### src/rtl/uart_pkg.sv
// Shared UART definitions: frame width, the baud divider helper and the receiver state encoding.
package uart_pkg;

  localparam int unsigned DATA_BITS = 8;

  typedef enum logic [1:0] {
    IDLE,
    START,
    DATA,
    STOP
  } rx_state_e;

  function automatic int unsigned clks_per_bit(input int unsigned clk_hz, input int unsigned baud);
    return clk_hz / baud;
  endfunction

endpackage

### src/rtl/uart_sync.sv
// N-flop synchronizer for an asynchronous level; resets to 1 to match an idle-high line.
module uart_sync #(
  parameter int unsigned STAGES = 2
) (
  input  logic clk,
  input  logic rst,
  input  logic i_d,
  output logic o_q
);

  logic [STAGES-1:0] r_sync;

  always_ff @(posedge clk or posedge rst) begin
    if (rst) begin
      r_sync <= '1;
    end else begin
      r_sync[0] <= i_d;
      for (int unsigned i = 1; i < STAGES; i++) begin
        r_sync[i] <= r_sync[i-1];
      end
    end
  end

  assign o_q = r_sync[STAGES-1];

endmodule

### src/rtl/uart_rx.sv
// 8N1 UART receiver: mid-bit sampling, valid/ready byte output, framing-error and overrun pulses.
module uart_rx
  import uart_pkg::*;
#(
  parameter int unsigned CLK_HZ    = 50_000_000,
  parameter int unsigned BAUD_RATE = 115_200
) (
  input  logic                 clk,
  input  logic                 rst,
  input  logic                 rxd,
  input  logic                 rx_ready,
  output logic                 rx_valid,
  output logic [DATA_BITS-1:0] rx_data,
  output logic                 frame_err,
  output logic                 overrun
);

  localparam int unsigned CLKS_PER_BIT = clks_per_bit(CLK_HZ, BAUD_RATE);
  localparam int unsigned HALF_BIT     = CLKS_PER_BIT / 2;
  localparam int unsigned CNT_W        = $clog2(CLKS_PER_BIT);
  localparam int unsigned IDX_W        = $clog2(DATA_BITS);

  localparam logic [CNT_W-1:0] CNT_HALF = CNT_W'(HALF_BIT - 1);
  localparam logic [CNT_W-1:0] CNT_LAST = CNT_W'(CLKS_PER_BIT - 1);
  localparam logic [IDX_W-1:0] IDX_LAST = IDX_W'(DATA_BITS - 1);

  generate
    if (CLKS_PER_BIT < 4) begin : g_bad_divider
      $error("uart_rx: CLK_HZ/BAUD_RATE must be at least 4");
    end
  endgenerate

  logic                 w_rxd_s;
  logic                 r_rxd_prev;
  rx_state_e            r_state;
  rx_state_e            w_state_next;
  logic [CNT_W-1:0]     r_cnt;
  logic [IDX_W-1:0]     r_idx;
  logic [DATA_BITS-1:0] r_shift;
  logic                 r_valid;
  logic [DATA_BITS-1:0] r_data;
  logic                 r_frame_err;
  logic                 r_overrun;

  logic w_cnt_clr;
  logic w_idx_clr;
  logic w_shift_en;
  logic w_byte_done;
  logic w_stop_bad;

  uart_sync #(.STAGES(2)) u_sync (
    .clk (clk),
    .rst (rst),
    .i_d (rxd),
    .o_q (w_rxd_s)
  );

  always_ff @(posedge clk or posedge rst) begin
    if (rst) r_state <= IDLE;
    else     r_state <= w_state_next;
  end

  // Only a 1->0 transition starts a frame, so a line parked low never re-triggers.
  always_comb begin
    w_state_next = r_state;
    w_cnt_clr    = 1'b0;
    w_idx_clr    = 1'b0;
    w_shift_en   = 1'b0;
    w_byte_done  = 1'b0;
    w_stop_bad   = 1'b0;
    case (r_state)
      IDLE: begin
        w_cnt_clr = 1'b1;
        if (!w_rxd_s && r_rxd_prev) w_state_next = START;
      end
      START: begin
        if (r_cnt == CNT_HALF) begin
          w_cnt_clr    = 1'b1;
          w_idx_clr    = 1'b1;
          w_state_next = w_rxd_s ? IDLE : DATA;
        end
      end
      DATA: begin
        if (r_cnt == CNT_LAST) begin
          w_cnt_clr  = 1'b1;
          w_shift_en = 1'b1;
          if (r_idx == IDX_LAST) w_state_next = STOP;
        end
      end
      STOP: begin
        if (r_cnt == CNT_LAST) begin
          w_cnt_clr    = 1'b1;
          w_byte_done  = w_rxd_s;
          w_stop_bad   = !w_rxd_s;
          w_state_next = IDLE;
        end
      end
      default: w_state_next = IDLE;
    endcase
  end

  always_ff @(posedge clk or posedge rst) begin
    if (rst) begin
      r_rxd_prev <= 1'b1;
      r_cnt      <= '0;
      r_idx      <= '0;
      r_shift    <= '0;
    end else begin
      r_rxd_prev <= w_rxd_s;
      r_cnt      <= w_cnt_clr ? '0 : r_cnt + 1'b1;
      if (w_idx_clr)       r_idx <= '0;
      else if (w_shift_en) r_idx <= r_idx + 1'b1;
      if (w_shift_en) r_shift <= {w_rxd_s, r_shift[DATA_BITS-1:1]};
    end
  end

  // A completing byte may replace the held one only if it is being consumed in the same cycle.
  always_ff @(posedge clk or posedge rst) begin
    if (rst) begin
      r_valid     <= 1'b0;
      r_data      <= '0;
      r_frame_err <= 1'b0;
      r_overrun   <= 1'b0;
    end else begin
      r_frame_err <= w_stop_bad;
      r_overrun   <= 1'b0;
      if (w_byte_done && (!r_valid || rx_ready)) begin
        r_data  <= r_shift;
        r_valid <= 1'b1;
      end else if (w_byte_done) begin
        r_overrun <= 1'b1;
      end else if (r_valid && rx_ready) begin
        r_valid <= 1'b0;
      end
    end
  end

  assign rx_valid  = r_valid;
  assign rx_data   = r_data;
  assign frame_err = r_frame_err;
  assign overrun   = r_overrun;

endmodule

### config.mk
export PLATFORM = sky130hd
export DESIGN_NAME = uart_rx
export DESIGN_NICKNAME = d
export VERILOG_FILES = /design/src/rtl/uart_pkg.sv /design/src/rtl/uart_sync.sv /design/src/rtl/uart_rx.sv
export SDC_FILE = /design/constraint.sdc
export NUM_CORES = 1
export LEC_CHECK = 0
export CAP_MARGIN = 20
export CORE_MARGIN = 4
export CORE_UTILIZATION = 55
export CTS_BUF_LIST = sky130_fd_sc_hd__clkbuf_16
export DETAILED_ROUTE_END_ITERATION = 8
export PLACE_DENSITY = 0.77
export SLEW_MARGIN = 15
export SYNTH_ARGS = -nofsm -noshare
export SYNTH_HDL_FRONTEND = slang
export SYNTH_SLANG_ARGS = --single-unit
### constraint.sdc
create_clock -name clk -period 2.8 [get_ports clk]
set_clock_uncertainty 0.15 [all_clocks]
set_input_delay 0.42 -clock clk [delete_from_list [all_inputs] [get_ports clk]]
set_output_delay 0.42 -clock clk [all_outputs]
set_load 0.01 [all_outputs]
==> results by group, run 1 <==
Detailed routing
  – Starting DRT DRC Count: 52
  – Pre-antenna DRT Iters: 4
  – Wirelength per Cell: approximately 18 µm
  – Routed wire length: ~3.2 mm
  – Vias/cell: 6.189
  – Post-route ant nets: 0
  – Vias: roughly 1,100
  – Drc violations: 0

Critical path
  – Crit path DAT: approximately 2200 ps
  – Worst Setup EP: rx_data[2]
  – Startpoint types: flop
  – Critical path startpoint: r_cnt[1]
  – Reg2reg end: rx_data[2]
  – Critical path peak fanout: 8
  – WS Path Type: flop to flop
  – R2r setup slk: ~590 ps
  – R2R Path Start: r_cnt[1]
  – Reg2Reg Depth: 5
  – Required time of the critical path: between 2000 and 3000 ps
  – Crit end category: flop

Yosys
  – Distinct cells, synth: 37
  – Synth area leaders: dfrtp_1, mux2_2, dfstp_2, ha_1, nand3_1
  – Sequential area share after synthesis: a little under three fifths
  – Yosys reg bits: 36
  – Yosys top cell area share: about half
  – Warnings, synthesis: 0
  – Syn Std Cell Area: between 1500 and 2000 µm²
  – Dominant synthesized flop cell: dfrtp_1
  – Syn Area/Cell: roughly 13 µm²
  – Post-synthesis net count: approximately 140
  – Post-synthesis async set-or-reset flop share: 100.0%
  – Post-synth EDFFs: 0
  – Post-Syn Instances: between 100 and 150
  – Yosys top cell by area: dfrtp_1

Hold path
  – Worst Hold Class: flop to flop
  – Worst Hold Launch: u_sync.r_sync[0]

Pwr
  – Max IR drop VDD: ~0.0007 V
  – Overall power: between 1 and 1.5 mW
  – Comb pwr share: 11.3%
  – Clock power share: roughly 44%
  – Internal power: between 1 and 1.5 mW
  – Seq pwr share: between 40% and 50%
  – PwrDens: between 700 and 800 nW/µm²
  – Sw frac: approximately a quarter
  – Switching pwr: about 0.34 mW
  – Pleak: roughly 0.92 nW

Floorplan
  – Rows: 19
  – Die area: approximately 3900 µm²
  – Width of the die: ~62 µm
  – CORE AREA: 2781 µm²
  – Total I/O pin count: 15
  – Die Height: 62.15 µm
  – Initial Util: about 58%

Placed design
  – Port Buf Inserts: 14
  – Placed cells: about 170
  – Global placement routability congestion: around 0.81
  – HPWL after DPL: 2.190 mm

Global routing
  – First-pass GRT wire length: about 5.6 mm
  – Initial antenna violation count: 0
  – Vias in the first global route: around 1,200
  – Total congestion overflow: 0
  – Largest net degree at the start of global routing: 37
  – Overall routing resource usage: 18.58%

STA
  – Tcrit/Tclk final: 79.09%
  – Max-slew violation count: 0
  – Fin crit period: 2214 ps
  – Setup TNS: 0 ps
  – Rel. slew slack: between 30 and 40%
  – RSZ-0062 raised after global routing: false
  – Setup violations, final: 0
  – Maximum operating frequency: 451.6 MHz
  – Worst slew pin tran: between 800 and 900 ps
  – Hold Vio Cnt, Final: 0

Clock tree
  – Clock tree sinks: 36
  – CTS tree: yes
  – Cts hold-fix bufs: 0
  – Clock transition at the registers of the reported paths: about 50 ps
  – Cts repair resizes: 0
  – Root buf cell: clkbuf_16
  – Maximum clock path buffer count: 2
  – CTS buffer count: 5
  – Worst skew pair latency: 280 ps
  – H-tree Lvls: 2
  – Post-CTS Setup Bufs: 0

Run
  – Max Cap Violations: 0

Final layout
  – Layout cells sized above 1: between 20 and 25%
  – Area delta synth->final: 21.72%
  – # nets final: approximately 160
  – Post-Layout Cell Count: between 150 and 200
  – Antenna cells: 0

Status
  – Run status: finished, final reports clean
## how the worst min path moves through the flow
stage                            end  slack [ps]  cells past startpoint
detailed placement  u_sync.r_sync[1]         200                      0
finish              u_sync.r_sync[1]         210                      0
global route        u_sync.r_sync[1]         210                      0
CTS                 u_sync.r_sync[1]         210                      0
floorplan           u_sync.r_sync[1]         200                      0
global placement    u_sync.r_sync[1]         200                      0
## cells by family (layout without fill, tap and decap cells)
family | count (synthesis) | in the layout | share of synthesized area [%]
buf+inv | 7 | 29 | 1.862
flops | 36 | 36 | 56.09
mux | 16 | 16 | 11.17
fa+ha+maj | 5 | 5 | 3.879
xor+xnor | 3 | 3 | 1.629
simple gates | 39 | 39 | 17.14
compound gates | 21 | 21 | 8.223
## worst max-delay path, cell delays in order (launching register included)
cell	delay, ps
dfrtp_1	390
inv_1	100
ha_1	240
nand4b_4	200
nor4b_4	610
mux2_2	410
## synth_stat cells, drive strengths merged, types with 3 or more instances
library cell,instances
a21oi,5
inv,4
or3,3
nand4,4
dfrtp,33
nand2,3
dfstp,3
nor3,3
nor2,3
o21ai,6
a22oi,4
ha,5
nand3,7
mux2,16
## sequential cells by signal, summed over array words and instances, names as in the netlist, named ones only
register,flops
r_idx,3
r_rxd_prev,1
rx_data,8
r_state,1
overrun,1
frame_err,1
rx_valid,1
r_shift,8
r_cnt,9
u_sync.r_sync,2
## per-layer routing
metal	vias to the layer above	part of all wire, %	global-route usage [%]	routed length (µm)
met3	9	5.5	7.027	175
li1	512	-	-	-
met5	-	0	0	0
met4	0	2.3	8.401	71
met2	32	52	28.89	1625
met1	561	41	22.78	1283
## cell usage in the layout (no fill, tap or decap), types with 2 or more instances in the layout
master           instances
clkbuf_16                5
nor2b_1                  2
nand2_1                  3
a21oi_1                  5
nand2b_1                 2
o31ai_1                  2
or3_1                    3
a22oi_1                  4
or4_1                    2
buf_4                    3
dfstp_2                  3
nor2_1                   3
nor3_1                   2
nor4_1                   2
nand3_1                  7
dfrtp_1                 33
ha_1                     5
a31oi_1                  2
inv_1                    5
o21ai_0                  4
clkdlybuf4s50_1         14
mux2_2                  16
xor2_1                   2
nand4_1                  4
## layout make-up
class,count,area (µm²)
repair buffers,17,162.7
fillers,210,818.3
well taps,31,38.79
inverters,4,15.01
flip-flops and latches,36,904.6
multi-input cells,84,678.2
clock inverters,3,38.79
clock buffers,5,125.1
## per-stage QoR
step           cell area (µm²)  setup slack, ps  hold slack, ps  util (%)
2_1_floorplan             1613            855.9           195.2         -
3_3_place_gp              1799            640.4           196.6     64.69
3_5_place_dp              1799            596.2           204.6     64.69
4_1_cts                   1963            575.1           208.5     70.58
5_1_grt                   1963            494.2           209.4     70.58
6_report                  1963            585.5           207.4     70.58
## power groups by stage
stage	Sequential [mW]	Combinational, mW	Clock, mW
after floorplan	0.609	0.115	0
after global placement	0.618	0.139	0
after detailed placement	0.619	0.155	0
after CTS	0.613	0.160	0.622
after global routing	0.620	0.179	0.659
final	0.615	0.156	0.611
(Power assumes the default switching activity.)
==> run 2: changes to the inputs <==
--- a/config.mk
+++ b/config.mk
@@ -7,10 +7,10 @@
 export LEC_CHECK = 0
 export CAP_MARGIN = 20
 export CORE_MARGIN = 4
-export CORE_UTILIZATION = 55
+export CORE_UTILIZATION = 50
 export CTS_BUF_LIST = sky130_fd_sc_hd__clkbuf_16
 export DETAILED_ROUTE_END_ITERATION = 8
-export PLACE_DENSITY = 0.77
+export PLACE_DENSITY = 0.74
 export SLEW_MARGIN = 15
 export SYNTH_ARGS = -nofsm -noshare
 export SYNTH_HDL_FRONTEND = slang
==> constraint.sdc (replaced) <==
create_clock -name clk -period 1.95 [get_ports clk]
set_clock_uncertainty 0.15 [all_clocks]
set_input_delay 0.2925 -clock clk [delete_from_list [all_inputs] [get_ports clk]]
set_output_delay 0.2925 -clock clk [all_outputs]
set_load 0.01 [all_outputs]
==> run 2 against run 1 <==
Die area grew 8.7%. Sequential share of layout area shrank 2.2 points. Utilization shrank 3.6 points. Non-clock buffer count grew 10. Total power grew 46%. Maximum frequency grew 18%. Setup slack lost 510 ps. Clock power grew 43%. Critical path type unchanged. Cell area grew 5.0%. Sequential power grew 40%. Via count grew 2.5%.
==> results by group, run 2 (same netlist as run 1, synthesis figures left out) <==
Pwr
  – Overall power: approximately 2.0 mW
  – Seq pwr share: between 40% and 50%
  – Clock power share: between 40% and 50%
  – Internal power: 1.541 mW
  – Pleak: between 0.9 and 1 nW
  – PwrDens: around 980 nW/µm²
  – Comb pwr share: 14.2%
  – Max IR drop VDD: 0.0006744 V
  – Switching pwr: a little under 0.5 mW
  – Sw frac: between 20% and 30%

Floorplan
  – Initial Util: between 50% and 60%
  – Rows: 20
  – Die Height: ~65 µm
  – Die area: 4198 µm²
  – Total I/O pin count: 15
  – Width of the die: between 60 and 70 µm
  – CORE AREA: slightly above 3000 µm²

Detailed routing
  – Starting DRT DRC Count: 60
  – Wirelength per Cell: 15.33 µm
  – Vias: around 1,100
  – Routed wire length: 3.113 mm
  – Pre-antenna DRT Iters: 4
  – Post-route ant nets: 0
  – Vias/cell: between 5 and 6
  – Drc violations: 0

Placed design
  – HPWL after DPL: ~2.3 mm
  – Global placement routability congestion: ~0.87
  – Port Buf Inserts: 14

Final layout
  – Most common cell after layout, fill and taps aside: dfrtp_1
  – Filler instances: about 230
  – Most frequent cells in the layout: dfrtp_1, mux2_2, clkdlybuf4s50_1
  – Area taken by multi-input logic gates: 680.7 µm²
  – Area delta synth->final: 27.77%
  – Max reg flops: 9
  – Register Area: around 900 µm²
  – # nets final: around 170
  – Layout cells sized above 1: ~28%
  – Antenna cells: 0
  – Most flops, register: r_cnt

Hold path
  – Hold path depth: 0
  – Worst Hold Launch: u_sync.r_sync[0]
  – Worst Hold Class: flop to flop
  – Hold EP: u_sync.r_sync[1]

Clock tree
  – Root buf cell: clkbuf_16
  – Clock transition at the registers of the reported paths: around 50 ps
  – H-tree Lvls: 2
  – Maximum clock path buffer count: 2
  – Worst skew pair latency: between 200 and 300 ps
  – Clock tree sinks: 36
  – CTS buffer count: 5
  – CTS tree: yes

Critical path
  – Crit end category: flop
  – WS Path Type: flop to flop
  – R2r setup slk: slightly above 70 ps
  – Critical path peak fanout: 5
  – Reg2Reg Depth: 6
  – Required time of the critical path: 2020 ps
  – Crit path DAT: 1950 ps
  – Startpoint types: flop
  – R2R Path Start: r_cnt[0]

Global routing
  – Total congestion overflow: 0
  – Initial antenna violation count: 0
  – Overall routing resource usage: ~18%
  – Vias in the first global route: 1,165
  – First-pass GRT wire length: around 5.5 mm
  – Largest net degree at the start of global routing: 37

STA
  – Hold Vio Cnt, Final: 0
  – Setup TNS: 0 ps
  – Maximum operating frequency: between 500 and 600 MHz
  – RSZ-0062 raised after global routing: false
  – Tcrit/Tclk final: a little over nine tenths
  – Setup violations, final: 0
  – Rel. slew slack: between 70% and 80%
  – Max-slew violation count: 0
  – Worst slew pin tran: 428.6 ps
  – Fin crit period: approximately 1900 ps

Status
  – Run status: finished, final reports clean

Run
  – Max Cap Violations: 0
[run 2: cell types whose count changed in the layout (fill, tap and decap cells not counted)]
cell,change
buf_4,+9
buf_6,+1
ha_1,-1
ha_2,+1
[run 2: routing by layer]
layer	vias to the layer above	share of wire [%]	routed length (µm)	track usage (%)
li1	529	-	-	-
met1	568	41	1261	21.20
met2	38	51	1602	28.74
met3	7	6.2	192	6.586
met4	0	1.8	56	8.707
met5	-	0	0	0
[run 2: how the worst max path moves through the flow]
stage	startpoint	to
final	r_cnt[0]	flop
after global routing	r_cnt[1]	r_idx[0]
after CTS	r_cnt[1]	rx_data[6]
after detailed placement	r_cnt[1]	rx_data[6]
after global placement	rx_ready	rx_data[4]
after floorplan	r_cnt[1]	rx_data[0]
[run 2: final cells by class]
cell class	instances	area share (%)
repair buffers	27	11.72
clock inverters	3	1.882
multi-input cells	84	33.03
well taps	44	2.672
inverters	4	0.7286
clock buffers	5	6.072
flip-flops and latches	36	43.90
[run 2: power groups by stage]
stage	clock, mW	sequential, mW	combinational [mW]
floorplan	0	0.874	0.165
global placement	0	0.872	0.247
detailed placement	0	0.876	0.268
CTS	0.885	0.865	0.271
global route	0.936	0.871	0.323
finish	0.872	0.862	0.288
[run 2: what timing repair did]
action                                  CTS  global route
endpoints found under the hold margin     0             0
endpoints found under the setup margin    0            12
gates resized for setup                   0             2
buffers inserted                          0             1
hold buffers                              0             0
[run 2: through the flow]
stage / hold slack, ps / setup WS [ps] / std cells / instance area, µm² / util, %
after floorplan: 147.0 / 5.889 / 127 / 1613 / -
after global placement: 196.7 / 45.60 / 194 / 1883 / 61.18
after detailed placement: 201.0 / 13.13 / 194 / 1883 / 61.18
after CTS: 207.9 / 5.389 / 202 / 2047 / 66.50
after global routing: 210.0 / 6.619 / 203 / 2061 / 66.95
final: 206.0 / 72.73 / 203 / 2061 / 66.95
[run 2: critical path, stage by stage, from the launching register on]
cell,delay [ps]
dfrtp_1,420
inv_1,100
ha_1,150
or4b_1,480
nor3b_1,230
buf_4,170
a22o_1,130
==> run 3: changes to the inputs <==
--- a/config.mk
+++ b/config.mk
@@ -11,6 +11,7 @@
 export CTS_BUF_LIST = sky130_fd_sc_hd__clkbuf_16
 export DETAILED_ROUTE_END_ITERATION = 8
 export PLACE_DENSITY = 0.74
+export SKIP_CTS_REPAIR_TIMING = 1
 export SLEW_MARGIN = 15
 export SYNTH_ARGS = -nofsm -noshare
 export SYNTH_HDL_FRONTEND = slang
==> results of run 3 <==
No change in the layout: final DEF, timing and power equal those of run 2.
==> patch (flow settings as in run 3) <==
Set the parameter `CLK_HZ` to 200_000_000 (it was 50_000_000).
--- a/src/rtl/uart_rx.sv
+++ b/src/rtl/uart_rx.sv
@@ -4,3 +4,3 @@
 #(
-  parameter int unsigned CLK_HZ    = 50_000_000,
+  parameter int unsigned CLK_HZ    = 200_000_000,
   parameter int unsigned BAUD_RATE = 115_200
Function: no difference found for any inputs over 10 cycles, from zero or initial values and one cycle with rst high; that may be too few to reach the edited logic, so the function may still have changed.
==> patch against run 3 <==
Setup slack improved by 0.00072 ns. Critical path depth shrank 1. Synthesized area is 3.8% higher. Routed wire length fell by 3.2%. Sequential cell count rose by 2. Total power is 12% higher. Global-route usage shrank 1.6 points. Design area is 1.5% higher. Largest power group unchanged. Highest routed layer unchanged.
==> patch: results (changes against run 3) <==
- The share of synthesized flip-flops with an asynchronous set or reset is 1.00 (unchanged).
- The half-perimeter wire length after placement was 2.04 mm (-10%).
- The buffer cell driving the clock tree root is clkbuf_16.
- The final layout net count came to 164 (-1.8%).
- The H-tree depth was 2 (unchanged).
- The slowest stage cell on the critical path is or4b_4.
- The sequential fraction of the synthesis area is 0.570 (+0.00935).
- The via count of the first global-routing pass is 1,142 (-2.0%).
- The DRC marker count from the first detailed-route iteration came to 34 (-43%).
- The number of pins with negative max-slew slack in the final report is 0 (unchanged).
- The max-slew headroom at the worst pin was 0.692 (-0.0219).
- The biggest fanout along the worst timing path is 5 (unchanged).
- The run finished with clean final reports.
- The share of final-layout standard cells stronger than drive strength 1 is 0.266 (-0.0109).
- The number of inserted filler cells in the final layout is 236 (+4.0%).
- The hold slack is 0.206 ns (+0.000317 ns).
- In this run the worst hold path is classified as reg2reg.
- The number of diodes added for antenna fixing is 0 (unchanged).
- The placed standard-cell area is 1880 um2 (-0.20%).
- The pin count of the biggest net entering global routing is 39 (+5.4%).
- r_cnt holds more flip-flops than any other register.
- The number of buffers added on ports is 14 (unchanged).
- The net count after synthesis is 140 (+2.9%).
- The count of unique library cells instantiated by Yosys is 33 (-11%).
- The cell count of the worst reg-to-reg path is 5 (-1).
- The maximum cell stage delay along the critical path is 0.50 ns (+0.02 ns).
- The number of search-and-repair iterations in the first detailed-routing pass is 4 (unchanged).
- The data arrival time at the worst-slack endpoint is 1.88 ns (-0.07 ns).
- The wire length per cell is 14.9 um (-2.7%).
- The detail-routed via count per cell is 5.46 (-3.0%).
- The cell depth of the worst min-delay path is 0 (unchanged).
- The maximum buffer depth of the clock tree is 2 (unchanged).
- The static leakage was 0.000958 uW (-1.1%).
- The initial antenna violation count was 0 (unchanged).
- The flip-flop count of the largest register after layout is 11 (+2).
- The worst register-to-register path ends at r_cnt[3].
- The global-route wire length before repair came to 5.27 mm (-4.4%).
- The maximum vdd ir drop was 0.000802 V (+19%).
- In the synthesized netlist, the cells that appear most often are 35 x dfrtp_1, 15 x mux2_2, 12 x nor2_1.
- The weighted congestion at the end of routability-driven global placement came to 0.825 (-5.2%).
- The total global routing track utilization was 0.164 (-0.0159).
- The startpoint identified for the worst hold timing path is u_sync.r_sync[0].
- The reg-to-reg setup timing slack is 0.07 ns.
- By area the synthesized netlist is led by dfrtp_1 52%, mux2_2 10%, dfstp_2 4.7%.
patch: power by group:
part	internal [uW]	leakage, uW	switching, uW
Clock	734	0.0000940	295
Sequential	866	0.000502	102
Combinational	135	0.000361	133
Total	1740	0.000958	530
patch: worst max path at each step:
stage | to | cells past startpoint | start
detailed placement | rx_data[6] | 5 | r_cnt[0]
global placement | rx_data[5] | 5 | r_cnt[0]
CTS | rx_data[4] | 5 | r_cnt[0]
floorplan | rx_data[0] | 6 | r_cnt[0]
global route | r_cnt[5] | 5 | r_cnt[0]
finish | r_cnt[3] | 5 | r_cnt[0]
patch: metal layers:
layer | track usage | up-vias | wire length, um
met4 | 0.0544 | 0 | 55
met1 | 0.178 | 550 | 1220
met3 | 0.0510 | 11 | 105
li1 | - | 512 | -
met2 | 0.298 | 29 | 1630
met5 | 0 | - | 0
patch: cell families after synthesis:
family / Yosys count / share of synthesized area
AO/OA/AOI/OAI: 4 / 0.0194
flip-flops: 38 / 0.570
multiplexers: 15 / 0.101
adder cells (fa/ha/maj): 3 / 0.0224
XOR/XNOR: 10 / 0.0523
buffers and inverters: 8 / 0.0277
AND/OR/NAND/NOR: 55 / 0.207
patch: critical path: cells and delay by family, from the launching register on:
kind / cells / cell delay (ns)
AOI/OAI and AO/OA: 1 / 0.28
adders and majority gates: 1 / 0.19
DFF: 1 / 0.39
and+or+nand+nor: 3 / 0.75
patch: layout make-up:
type	instances	share of cell area
flip-flops and latches	38	0.456
repair buffers	19	0.0849
clock buffers	5	0.0598
multi-input cells	88	0.331
well taps	44	0.0263
inverters	5	0.00897
clock inverters	3	0.0329
patch: per-stage QoR:
stage          setup WS (ns)  total power, uW  std cells   util
6_report              0.0734             2270        202  0.669
5_1_grt              -0.0233             2380        202  0.669
4_1_cts              0.00675             2280        201  0.663
3_5_place_dp          0.0152             1240        193  0.601
3_3_place_gp          0.0930             1230        193  0.601
2_1_floorplan         0.0845             1140        133      -
